[src/rtl/sprite_motion_ctrl_if.sv]
// Host position-load port: valid/ready handshake carrying the requested picture origin.
interface sprite_motion_ctrl_if;
    logic       set_valid;
    logic       set_ready;
    logic [9:0] set_x;
    logic [8:0] set_y;

    modport master (output set_valid, output set_x, output set_y, input set_ready);
    modport slave  (input set_valid, input set_x, input set_y, output set_ready);
endinterface

[src/rtl/sprite_motion_ctrl.sv]
// Frame-synchronous motion controller for the bouncing picture: advances the origin
// once per frame with edge bounce, accepts host loads, and decodes the picture window.
module sprite_motion_ctrl #(
    parameter int unsigned H_ACTIVE = 640,
    parameter int unsigned V_ACTIVE = 480,
    parameter int unsigned PIC_W    = 256,
    parameter int unsigned PIC_H    = 192,
    parameter int unsigned STEP_W   = 4
) (
    input  logic              clk,
    input  logic              rst,
    input  logic [9:0]        h_addr,
    input  logic [9:0]        v_addr,
    input  logic              enable,
    input  logic [STEP_W-1:0] step_x,
    input  logic [STEP_W-1:0] step_y,
    sprite_motion_ctrl_if.slave set,
    output logic [9:0]        x_pos,
    output logic [8:0]        y_pos,
    output logic              x_dir,
    output logic              y_dir,
    output logic [1:0]        bounce,
    output logic [15:0]       frame_cnt,
    output logic              in_pic,
    output logic [7:0]        pic_h,
    output logic [7:0]        pic_v
);

    localparam int unsigned X_MAX = H_ACTIVE - PIC_W;
    localparam int unsigned Y_MAX = V_ACTIVE - PIC_H;

    typedef enum logic [1:0] {IDLE, RUN, UPD} state_t;

    state_t      state_q, state_d;
    logic        prev_eof;
    logic        eof, tick, xfer;
    logic [10:0] x_sum, y_sum;
    logic [9:0]  x_nxt, set_x_cl;
    logic [8:0]  y_nxt, set_y_cl;
    logic        x_dir_nxt, y_dir_nxt, x_hit, y_hit;

    // Last visible pixel of the frame; tick fires once even if the scan position is held
    assign eof  = (h_addr == 10'(H_ACTIVE - 1)) && (v_addr == 10'(V_ACTIVE - 1));
    assign tick = eof & ~prev_eof;

    // No loads while the origin is being rewritten
    assign set.set_ready = (state_q != UPD);
    assign xfer          = set.set_valid & set.set_ready;

    assign set_x_cl = (set.set_x > 10'(X_MAX)) ? 10'(X_MAX) : set.set_x;
    assign set_y_cl = (set.set_y > 9'(Y_MAX))  ? 9'(Y_MAX)  : set.set_y;

    // State register
    always_ff @(posedge clk or posedge rst) begin
        if (rst) state_q <= IDLE;
        else     state_q <= state_d;
    end

    // Next-state: a tick in RUN schedules one update unless a host load claims that frame
    always_comb begin
        state_d = state_q;
        case (state_q)
            IDLE:    if (enable) state_d = RUN;
            RUN: begin
                if (!enable)           state_d = IDLE;
                else if (tick && !xfer) state_d = UPD;
            end
            UPD:     state_d = enable ? RUN : IDLE;
            default: state_d = IDLE;
        endcase
    end

    // Horizontal step with bounce at 0 and X_MAX
    always_comb begin
        x_sum     = 11'(x_pos) + 11'(step_x);
        x_nxt     = x_pos;
        x_dir_nxt = x_dir;
        x_hit     = 1'b0;
        if (step_x != '0) begin
            if (!x_dir) begin
                if (x_sum >= 11'(X_MAX)) begin
                    x_nxt = 10'(X_MAX); x_dir_nxt = 1'b1; x_hit = 1'b1;
                end else begin
                    x_nxt = x_sum[9:0];
                end
            end else if (11'(x_pos) <= 11'(step_x)) begin
                x_nxt = '0; x_dir_nxt = 1'b0; x_hit = 1'b1;
            end else begin
                x_nxt = x_pos - 10'(step_x);
            end
        end
    end

    // Vertical step with bounce at 0 and Y_MAX
    always_comb begin
        y_sum     = 11'(y_pos) + 11'(step_y);
        y_nxt     = y_pos;
        y_dir_nxt = y_dir;
        y_hit     = 1'b0;
        if (step_y != '0) begin
            if (!y_dir) begin
                if (y_sum >= 11'(Y_MAX)) begin
                    y_nxt = 9'(Y_MAX); y_dir_nxt = 1'b1; y_hit = 1'b1;
                end else begin
                    y_nxt = y_sum[8:0];
                end
            end else if (11'(y_pos) <= 11'(step_y)) begin
                y_nxt = '0; y_dir_nxt = 1'b0; y_hit = 1'b1;
            end else begin
                y_nxt = y_pos - 9'(step_y);
            end
        end
    end

    // Origin, direction, bounce pulse and frame counter
    always_ff @(posedge clk or posedge rst) begin
        if (rst) begin
            prev_eof  <= 1'b0;
            x_pos     <= '0;
            y_pos     <= '0;
            x_dir     <= 1'b0;
            y_dir     <= 1'b0;
            bounce    <= '0;
            frame_cnt <= '0;
        end else begin
            prev_eof <= eof;
            bounce   <= '0;
            if (tick) frame_cnt <= frame_cnt + 16'd1;
            if (xfer) begin
                x_pos <= set_x_cl;
                y_pos <= set_y_cl;
            end else if (state_q == UPD) begin
                x_pos  <= x_nxt;
                y_pos  <= y_nxt;
                x_dir  <= x_dir_nxt;
                y_dir  <= y_dir_nxt;
                bounce <= {y_hit, x_hit};
            end
        end
    end

    // Picture window decode for the ROM address and pixel mux
    assign in_pic = (h_addr >= x_pos) &&
                    (11'(h_addr) < 11'(x_pos) + 11'(PIC_W)) &&
                    (11'(v_addr) >= 11'(y_pos)) &&
                    (11'(v_addr) < 11'(y_pos) + 11'(PIC_H));
    assign pic_h  = 8'(h_addr - x_pos);
    assign pic_v  = 8'(v_addr - 10'(y_pos));

endmodule
[src/flat_wrapper.sv]
// flat-port wrapper written by rule: the top's interface ports become plain ports
module sprite_motion_ctrl_flat 
#(
    parameter int unsigned H_ACTIVE = 640,
    parameter int unsigned V_ACTIVE = 480,
    parameter int unsigned PIC_W    = 256,
    parameter int unsigned PIC_H    = 192,
    parameter int unsigned STEP_W   = 4
)
  (clk, rst, h_addr, v_addr, enable, step_x, step_y, x_pos, y_pos, x_dir, y_dir, bounce, frame_cnt, in_pic, pic_h, pic_v, set_set_valid, set_set_x, set_set_y, set_set_ready);
  sprite_motion_ctrl_if set_i ();
  input  logic clk;
  input  logic rst;
  input  logic [9:0] h_addr;
  input  logic [9:0] v_addr;
  input  logic enable;
  input  logic [STEP_W-1:0] step_x;
  input  logic [STEP_W-1:0] step_y;
  output logic [9:0] x_pos;
  output logic [8:0] y_pos;
  output logic x_dir;
  output logic y_dir;
  output logic [1:0] bounce;
  output logic [15:0] frame_cnt;
  output logic in_pic;
  output logic [7:0] pic_h;
  output logic [7:0] pic_v;
  input wire logic [$bits(set_i.set_valid)-1:0] set_set_valid;
  input wire logic [$bits(set_i.set_x)-1:0] set_set_x;
  input wire logic [$bits(set_i.set_y)-1:0] set_set_y;
  output wire logic [$bits(set_i.set_ready)-1:0] set_set_ready;
  assign set_i.set_valid = set_set_valid;
  assign set_i.set_x = set_set_x;
  assign set_i.set_y = set_set_y;
  assign set_set_ready = set_i.set_ready;
  sprite_motion_ctrl #(.H_ACTIVE(H_ACTIVE), .V_ACTIVE(V_ACTIVE), .PIC_W(PIC_W), .PIC_H(PIC_H), .STEP_W(STEP_W)) u_core (.clk(clk), .rst(rst), .h_addr(h_addr), .v_addr(v_addr), .enable(enable), .step_x(step_x), .step_y(step_y), .set(set_i), .x_pos(x_pos), .y_pos(y_pos), .x_dir(x_dir), .y_dir(y_dir), .bounce(bounce), .frame_cnt(frame_cnt), .in_pic(in_pic), .pic_h(pic_h), .pic_v(pic_v));
endmodule
[config.mk]
export PLATFORM = sky130hd
export DESIGN_NAME = sprite_motion_ctrl_flat
export DESIGN_NICKNAME = d
export VERILOG_FILES = /design/src/rtl/sprite_motion_ctrl_if.sv /design/src/rtl/sprite_motion_ctrl.sv /design/src/flat_wrapper.sv
export SDC_FILE = /design/constraint.sdc
export NUM_CORES = 1
export LEC_CHECK = 0
export ABC_CLOCK_PERIOD_IN_PS = 3200
export BUFFER_PORTS_ARGS = -buffer_cell sky130_fd_sc_hd__buf_2
export CAP_MARGIN = 10
export CELL_PAD_IN_SITES_DETAIL_PLACEMENT = 1
export CELL_PAD_IN_SITES_GLOBAL_PLACEMENT = 2
export CORE_MARGIN = 3
export CORE_UTILIZATION = 32
export DETAILED_ROUTE_END_ITERATION = 8
export PLACE_DENSITY_LB_ADDON = 0.1
export REMOVE_ABC_BUFFERS = 1
export SYNTH_ARGS = -nofsm -noshare
export SYNTH_HDL_FRONTEND = slang
export SYNTH_SLANG_ARGS = --single-unit
[constraint.sdc]
create_clock -name clk -period 3.2 [get_ports clk]
set_input_delay 0.64 -clock clk [delete_from_list [all_inputs] [get_ports clk]]
set_output_delay 0.64 -clock clk [all_outputs]
set_load 0.01 [all_outputs]
==> results.py <==
metrics = {
    "status": {
        "status": "completed",
    },
    "timing": {
        "final-max-slew-violation-count": 0,
        "rsz0062_at_grt": "true",
        "fin_worst_skew_ns": 0.0101,
        "slew_headroom_pct": 40.1,
        "setup-tns-final_ns": 0,
        "setup_viol": 0,
        "fmax_ghz": 0.326,
        "timing.final.ws_setup_ns": 0.129,
        "timing.final.crit_period_ns": 3.07,
        "hold_viol": 0,
        "worstMarginPinSlew_ns": 0.893,
        "finalCritPeriodShare_pct": 96.0,
        "hold_slack_ns": 0.413,
    },
    "power": {
        "powerDensity_mw_per_mm2": 326,
        "leakage_nw": 2.81,
        "vdd_drop_max_v": 0.000209,
    },
    "global_route": {
        "antenna_found_initial": 0,
        "grtUsageTotal_pct": 21.3,
        "grt_overflow": 0,
        "grt_pass1_wl_um": 25800,
        "grt_max_degree": 23,
        "grt_pass1_vias": 4951,
    },
    "drt": {
        "routedWlPerCell_um": 18.3,
        "route.detailed.drc": 0,
        "vias_per_cell": 5.46,
        "vias": 4748,
        "wl_um": 16000,
        "drt_iter0_drc": 212,
        "drtAntennaViolNets": 0,
        "dr.pass1.iters": 5,
    },
    "placed_design": {
        "place_area_mm2": 0.00555,
        "hpwl_um": 13000,
        "port_buffers": 107,
        "place_ws_ns": -0.0586,
        "place_congestion": 0.867,
    },
    "final_layout": {
        "fin_nets": 796,
        "antenna_cells": 0,
        "syn2layout_area_growth_pct": 30.7,
        "fillCellCount": 1695,
        "fin_area_mm2": 0.00583,
        "final_core_util_pct": 43.3,
        "drive_above_1_share_pct": 31.3,
    },
    "clocking": {
        "htree_levels": 2,
        "worstSkewPairLatency_ns": 0.30,
        "cts.path.max_buffers": 2,
        "cts_buffers": 5,
        "path_clk_slew_ns": 0.07,
        "clockRootBuffer": "clkbuf_16",
        "hold_buffers": 0,
        "tritoncts": "done",
        "cts.sinks": 42,
    },
    "worst_setup_path": {
        "start_kind": "register",
        "critPathRequiredTime_ns": 2.56,
        "crit_arrival_ns": 2.43,
        "critPathMaxFanout": 5,
        "crit_path_end_kind": "primary output",
        "path_class": "register to primary output",
    },
    "synthesis": {
        "synth_edf_count": 0,
        "synth_cell_types": 79,
        "yosys_warnings": 0,
        "synth_area_mm2": 0.00446,
        "ys_ff_latch": 42,
        "postSynthCellCount": 535,
        "synth_ff_type": "dfrtp_1",
        "postSynthAreaPerCell_um2": 8.34,
        "synth_area_leaders": "dfrtp_1 24%, ha_1 13%, inv_1 4.2%",
        "synth_top_area_cell": "dfrtp_1",
        "synth_top_area_share_pct": 23.6,
        "synth-async-reset-ratio_pct": 100,
        "seq_area_frac_synth_pct": 23.6,
    },
    "floorplan": {
        "io_pins": 108,
        "core_mm2": 0.0135,
        "start_util_pct": 33.1,
        "num_rows": 42,
        "fp.dieH_um": 124,
        "dieArea_mm2": 0.0154,
        "dieWidth_um": 124,
    },
    "worst_hold_path": {
        "hold_path_class": "input pin to async pin",
    },
    "flow_run": {
        "cap_violations": 0,
    },
}
## final cells by class
cell class | count | area [um^2] | area share [%]
Clock buffer | 5 | 125 | 2.15
Clock inverter | 3 | 25.0 | 0.429
Inverter | 51 | 194 | 3.33
Multi-Input combinational cell | 427 | 3230 | 55.3
Sequential cell | 42 | 1060 | 18.2
Tap cell | 176 | 220 | 3.78
Timing Repair Buffer | 166 | 978 | 16.8
## worst max-delay path: stages, from the launching register on
cell and delay, ns:
dfrtp_2 0.43, inv_1 0.07, ha_1 0.29, buf_4 0.15
and4_1 0.15, a311oi_2 0.27, a21oi_1 0.10, or4_1 0.41
o2111a_1 0.15, buf_2 0.13
## layer usage
metal | share of wire, % | track usage (%)
met1 | 45 | 27.9
met2 | 51 | 37.2
met3 | 3.1 | 3.09
met4 | 1.0 | 4.24
met5 | 0 | 0
## flip-flops by register name (all words and copies together), names as in the netlist
register          count
u_core.bounce         2
u_core.frame_cnt     16
u_core.state_q        2
u_core.x_pos         10
u_core.prev_eof       1
u_core.y_dir          1
u_core.y_pos          9
u_core.x_dir          1
## synthesized netlist by cell type (6+ instances only)
cell and count:
a21o_1 7, a21oi_1 34, a221oi_1 8, and3_1 9, clkbuf_1 9, dfrtp_1 42, fa_1 6, ha_1 46
inv_1 50, nand2_1 40, nand2b_1 7, nand3_1 11, nand4_1 7, nor2_1 40, nor2b_1 12, nor3_1 23
o211ai_1 7, o21ai_0 29, o31ai_1 6, xnor2_1 20, xor2_1 11
## repair_timing
| item | 4_1_cts | 5_1_grt |
|---|---|---|
| cloned | 0 | 0 |
| setup buffers | 0 | 5 |
| endpoints found under the setup margin | 2 | 4 |
| gates resized for setup | 7 | 23 |
| pin swaps | 0 | 3 |
## worst paths after layout
check | from | endpoint | slack (ns) | depth (start not counted)
hold / removal | rst | u_core.frame_cnt[13] | 0.41 | 2
setup reg to reg | u_core.y_pos[0] | u_core.y_pos[3] | 0.23 | 10
max in group asynchronous | rst | u_core.y_pos[2] | 2.01 | 3
hold reg to reg | u_core.frame_cnt[15] | u_core.frame_cnt[15] | 0.46 | 1
min in group clk | u_core.frame_cnt[15] | u_core.frame_cnt[15] | 0.46 | 1
setup / recovery | u_core.y_pos[2] | in_pic | 0.13 | 9
## report_power, final
part	switching [W]	leakage [nW]	internal, W
Sequential	0.0000281	0.543	0.000551
Combinational	0.000438	2.20	0.000349
Clock	0.000243	0.0704	0.000294
## cell usage in the layout (no fill, tap or decap), drive strengths merged, types with 6 or more instances in the layout
cell type and n:
o31ai 6, a21oi 34, o211ai 7, fa 6, a211oi 7, nand4 7, xnor2 20, and3 9
dfrtp 42, nand2b 7, o21ai 31, a21o 7, a221oi 10, ha 46, nor2 43, nand3 11
nor3 24, xor2 11, buf 166, nor2b 12, inv 50, nand2 40
## cell families (layout without fill, tap and decap cells)
family | count (synthesis) | count (layout) | share of synthesized area [%]
XOR/XNOR | 31 | 31 | 6.09
AO/OA/AOI/OAI | 162 | 162 | 27.8
AND/OR/NAND/NOR | 179 | 179 | 20.4
adder cells (fa/ha/maj) | 52 | 52 | 15.6
flip-flops | 42 | 42 | 23.6
buffers and inverters | 66 | 225 | 5.81
multiplexers | 3 | 3 | 0.758
## per-stage QoR
stage | total power, W | std cells
6_report | 0.00190 | 870
5_1_grt | 0.00203 | 870
4_1_cts | 0.00189 | 865
3_5_place_dp | 0.00134 | 857
3_3_place_gp | 0.00133 | 857
2_1_floorplan | 0.00103 | 520
Note: power is estimated with default switching activity, not from simulation.
